===== src/rtl/dispatch_source.sv =====
// Host-to-network input dispatcher: rebuilds one spike vector per frame from a
// stream of a count word followed by that many input indices.
module dispatch_source #(
    parameter int NUM_INP   = 8,
    parameter int SRC_WIDTH = $clog2(NUM_INP + 1)
) (
    input  logic                 clk,
    input  logic                 rst,
    input  logic                 src_valid,
    output logic                 src_ready,
    input  logic [SRC_WIDTH-1:0] src,
    output logic                 net_valid,
    input  logic                 net_ready,
    output logic [NUM_INP-1:0]   net_inp,
    output logic                 err
);

    localparam int CNT_W = $clog2(NUM_INP + 1);
    localparam logic [SRC_WIDTH-1:0] NUM_INP_W = SRC_WIDTH'(NUM_INP);

    typedef enum logic [1:0] {
        IDLE = 2'd0,
        RECV = 2'd1,
        SEND = 2'd2
    } state_t;

    state_t           state;
    logic [CNT_W-1:0] remaining;
    logic             src_acc;

    // One-hot decode of an index already known to be below NUM_INP.
    function automatic logic [NUM_INP-1:0] onehot(input logic [SRC_WIDTH-1:0] idx);
        logic [NUM_INP-1:0] v;
        v = '0;
        for (int k = 0; k < NUM_INP; k++) begin
            if (idx == SRC_WIDTH'(k)) begin
                v[k] = 1'b1;
            end
        end
        return v;
    endfunction

    // Handshake flags decode state only; rst masks src_ready while asserted.
    assign src_ready = !rst && (state != SEND);
    assign net_valid = (state == SEND);
    assign src_acc   = src_valid && src_ready;

    always_ff @(posedge clk) begin
        if (rst) begin
            state     <= IDLE;
            net_inp   <= '0;
            remaining <= '0;
            err       <= 1'b0;
        end else begin
            err <= 1'b0;
            case (state)
                IDLE: begin
                    if (src_acc) begin
                        if (src == '0) begin
                            net_inp <= '0;
                            state   <= SEND;
                        end else if (src <= NUM_INP_W) begin
                            remaining <= CNT_W'(src);
                            state     <= RECV;
                        end else begin
                            err <= 1'b1;
                        end
                    end
                end
                RECV: begin
                    if (src_acc) begin
                        // Out-of-range indices still consume a slot of the frame.
                        remaining <= remaining - CNT_W'(1);
                        if (src < NUM_INP_W) begin
                            net_inp <= net_inp | onehot(src);
                        end else begin
                            err <= 1'b1;
                        end
                        if (remaining == CNT_W'(1)) begin
                            state <= SEND;
                        end
                    end
                end
                SEND: begin
                    if (net_ready) begin
                        net_inp <= '0;
                        state   <= IDLE;
                    end
                end
                default: state <= IDLE;
            endcase
        end
    end

endmodule


===== config.mk =====
export PLATFORM = sky130hd
export DESIGN_NAME = dispatch_source
export DESIGN_NICKNAME = d
export VERILOG_FILES = /design/src/rtl/dispatch_source.sv
export SDC_FILE = /design/constraint.sdc
export NUM_CORES = 1
export LEC_CHECK = 0
export CAP_MARGIN = 20
export CORE_MARGIN = 10
export CORE_UTILIZATION = 50
export CTS_BUF_LIST = sky130_fd_sc_hd__clkbuf_8
export DETAILED_ROUTE_END_ITERATION = 10
export HOLD_SLACK_MARGIN = 0.08
export PLACE_DENSITY_LB_ADDON = 0.15
export SLEW_MARGIN = 20
export SYNTH_ARGS = -nofsm -noshare
export SYNTH_HDL_FRONTEND = slang
export SYNTH_SLANG_ARGS = --single-unit

===== constraint.sdc =====
create_clock -name clk -period 1.72 [get_ports clk]
set_input_delay 0.172 -clock clk [delete_from_list [all_inputs] [get_ports clk]]
set_output_delay 0.172 -clock clk [all_outputs]
set_load 0.03 [all_outputs]

==> flow_metrics.py <==
metrics = {
    "routing": {
        "drt_pre_antenna_iters": 4,
        "avgRoutedWirePerCell_um": 15.1,
        "routed-via-count": 796,
        "drc": 0,
        "antenna_left": 0,
        "met1_length_um": 921,
        "wirelength_um": 2080,
        "highest_layer": "met4",
        "routed-wl-met3_um": 126,
        "wl_met2_um": 994,
        "drt-initial-drc-count": 22,
        "avgViaCountPerCell": 5.77,
    },
    "grt": {
        "grt_usage_pct": 12.1,
        "grt_pass1_vias": 764,
        "grt_pass1_wl_um": 3380,
        "grt.overflow.total": 0,
        "antenna_found_initial": 0,
        "grt_max_degree": 9,
    },
    "clock_network": {
        "clk-insertion-delay-late_ns": 0.25,
        "path_clk_slew_ns": 0.06,
        "postCtsSetupRepairBufs": 0,
        "cts_hold_buf": 0,
        "cts_tree": "built",
        "cts_buffers": 3,
        "cts_root_buf": "clkbuf_8",
        "cts_max_path_buffers": 2,
        "h-tree-depth": 1,
        "cts.sink_count": 15,
    },
    "die": {
        "design.die.area_sq_um": 3560,
        "start_util_pct": 52.8,
        "dieHeight_um": 59.6,
        "die_w_um": 59.6,
        "io_pins": 19,
        "coreArea_sq_um": 1490,
        "std_cell_rows": 14,
    },
    "layout": {
        "final_common_cell": "clkdlybuf4s50_1",
        "antenna_cells": 0,
        "most-common-layout-cells": "clkdlybuf4s50_1 (16), nor2_1 (15), dfxtp_1 (15), buf_4 (15), a31oi_1 (9)",
        "finish.utilization_pct": 74.4,
        "finalNetCount": 133,
        "drive_above_1_share_pct": 21.3,
        "fin_cells": 138,
        "syn_to_final_growth_pct": 40.9,
    },
    "timing": {
        "period_share_pct": 92.0,
        "rsz0062_at_grt": "false",
        "skew_ns": 0.00141,
        "fmax_ghz": 0.632,
        "min_period_ns": 1.58,
        "hold_ws_ns": 0.471,
        "final_max_slew_viol_count": 0,
        "tightestPinTransition_ns": 0.368,
        "setup_viol": 0,
        "max_slew_margin_pct": 75.3,
        "hold_viol_final": 0,
    },
    "worst_setup_path": {
        "critPathCaptureType": "flop",
        "critPathRequiredTime_ns": 1.88,
        "max_stage_delay_ns": 0.55,
        "critPathMaxFanout": 8,
        "crit_type": "in -> reg",
        "path_cells": "clkdlybuf4s50_1 > or4_4 > o221ai_4 > a21oi_1 > o32ai_1",
        "timing.rr.start": "state[0]",
        "critPathLaunchType": "input port",
        "rr_worst_depth": 5,
        "setup.worst_path.start": "src[0]",
        "worstPathArrival_ns": 1.74,
        "cp_slowest_cell": "or4_4",
    },
    "pwr": {
        "peakVddDrop_uv": 464,
        "p_leak_nw": 0.446,
        "cellPowerDensity_nw_per_um2": 745,
        "total_power_mw": 0.825,
    },
    "synthesis": {
        "synth_area_sq_um": 786,
        "synth.avg_cell_area_sq_um": 8.73,
        "yosys.area.top_type_share_pct": 38.2,
        "synthAdderAreaFrac_pct": 3.18,
        "yosysUniqueCellTypes": 34,
        "synth_edf_count": 0,
        "synth_mux_area_share_pct": 0,
        "synthSimpleGateAreaFrac_pct": 26.4,
        "synth_top_cells_by_area": "dfxtp_1 (38%), a31oi_1 (7.2%), nor2_1 (7.2%), a21oi_1 (5.1%), inv_1 (3.3%)",
        "synth_xor_area_share_pct": 1.11,
        "synth_cells": 90,
        "synth_top_family_by_area": "simple AND/OR/NAND/NOR gates",
        "yosysWarnings": 0,
        "synth_seq_area_share_pct": 38.2,
        "synth-async-reset-ratio_pct": 0,
        "ys.flop_type": "dfxtp_1",
        "synth_compound_area_share_pct": 24.5,
        "synth_largest_area_cell": "dfxtp_1",
        "syn_nets": 100,
        "ys_seq_elements": 15,
    },
    "min_path": {
        "min_from": "net_inp[6]",
        "min_path_type": "reg -> reg",
        "hold_depth": 2,
    },
    "outcome": {
        "status": "completed",
    },
    "flow_run": {
        "drv_cap": 0,
    },
    "placed_design": {
        "place_congestion": 0.847,
        "place_inst": 134,
        "hpwl_um": 1560,
        "portBuffers": 18,
    },
}
-- worst max-delay path, delay by kind of cell --
| family | cells | cell delay (ns) |
|---|---|---|
| AOI/OAI and AO/OA | 3 | 0.59 |
| and+or+nand+nor | 1 | 0.55 |
| buffers and inverters | 1 | 0.43 |
-- synth_stat cells, types with 2 or more instances --
| library cell | instances |
|---|---|
| a21oi_1 | 8 |
| o32ai_1 | 2 |
| nand2_1 | 2 |
| buf_2 | 2 |
| inv_1 | 7 |
| dfxtp_1 | 15 |
| nor2b_1 | 2 |
| nor2_1 | 15 |
| ha_1 | 2 |
| a31oi_1 | 9 |
| o21ai_0 | 2 |
| a22oi_1 | 2 |
-- flip-flops by register name, indices dropped and copies added (netlist names) --
signal and flops:
err 1, net_inp 8, remaining 4, state 2
-- metal layers --
layer	vias to the layer above	global-route usage (%)
met2	23	18.4
met1	376	13.9
met5	-	0
met3	5	3.86
met4	0	8.65
li1	392	-
-- per-stage QoR --
| step | TNS (ns) | instance area [sq um] | worst slack [ns] |
|---|---|---|---|
| 6_report | 0 | 1110 | 0.137 |
| 4_1_cts | 0 | 1110 | 0.143 |
| 3_5_place_dp | -0.385 | 1060 | -0.115 |
| 5_1_grt | 0 | 1110 | 0.0809 |
| 3_3_place_gp | -0.342 | 1060 | -0.0721 |
| 2_1_floorplan | 0 | 786 | 0.249 |
-- layout make-up --
cell class / count / area, sq um
clock buffer: 3 / 41.3
clock inverter: 1 / 3.75
fill: 116 / 382
inverter: 7 / 26.3
multi-input combinational: 64 / 434
sequential: 15 / 300
tap: 16 / 20.0
timing repair buffer: 32 / 282
-- where the power goes --
part | internal, mW | switching (mW)
Combinational | 0.0786 | 0.0874
Clock | 0.158 | 0.131
Sequential | 0.359 | 0.00987
-- final timing paths --
kind                                     end  slack (ns)
worst max-delay path            remaining[0]        0.14
worst max register to register  remaining[0]        0.17
worst min register to register    net_inp[6]        0.47
worst min-delay path              net_inp[6]        0.47
-- timing repair --
action / CTS / global route
endpoints found under the setup margin: 1 / 0
resized for setup: 1 / 0
hold endpoints to repair: 0 / 0
-- kinds of logic after synthesis --
| kind of cell | count (synthesis) |
|---|---|
| buf+inv | 11 |
| flops | 15 |
| simple gates | 34 |
| xor+xnor | 1 |
| fa+ha+maj | 2 |
| compound gates | 27 |
No activity file was read; power rests on OpenSTA's default activity.
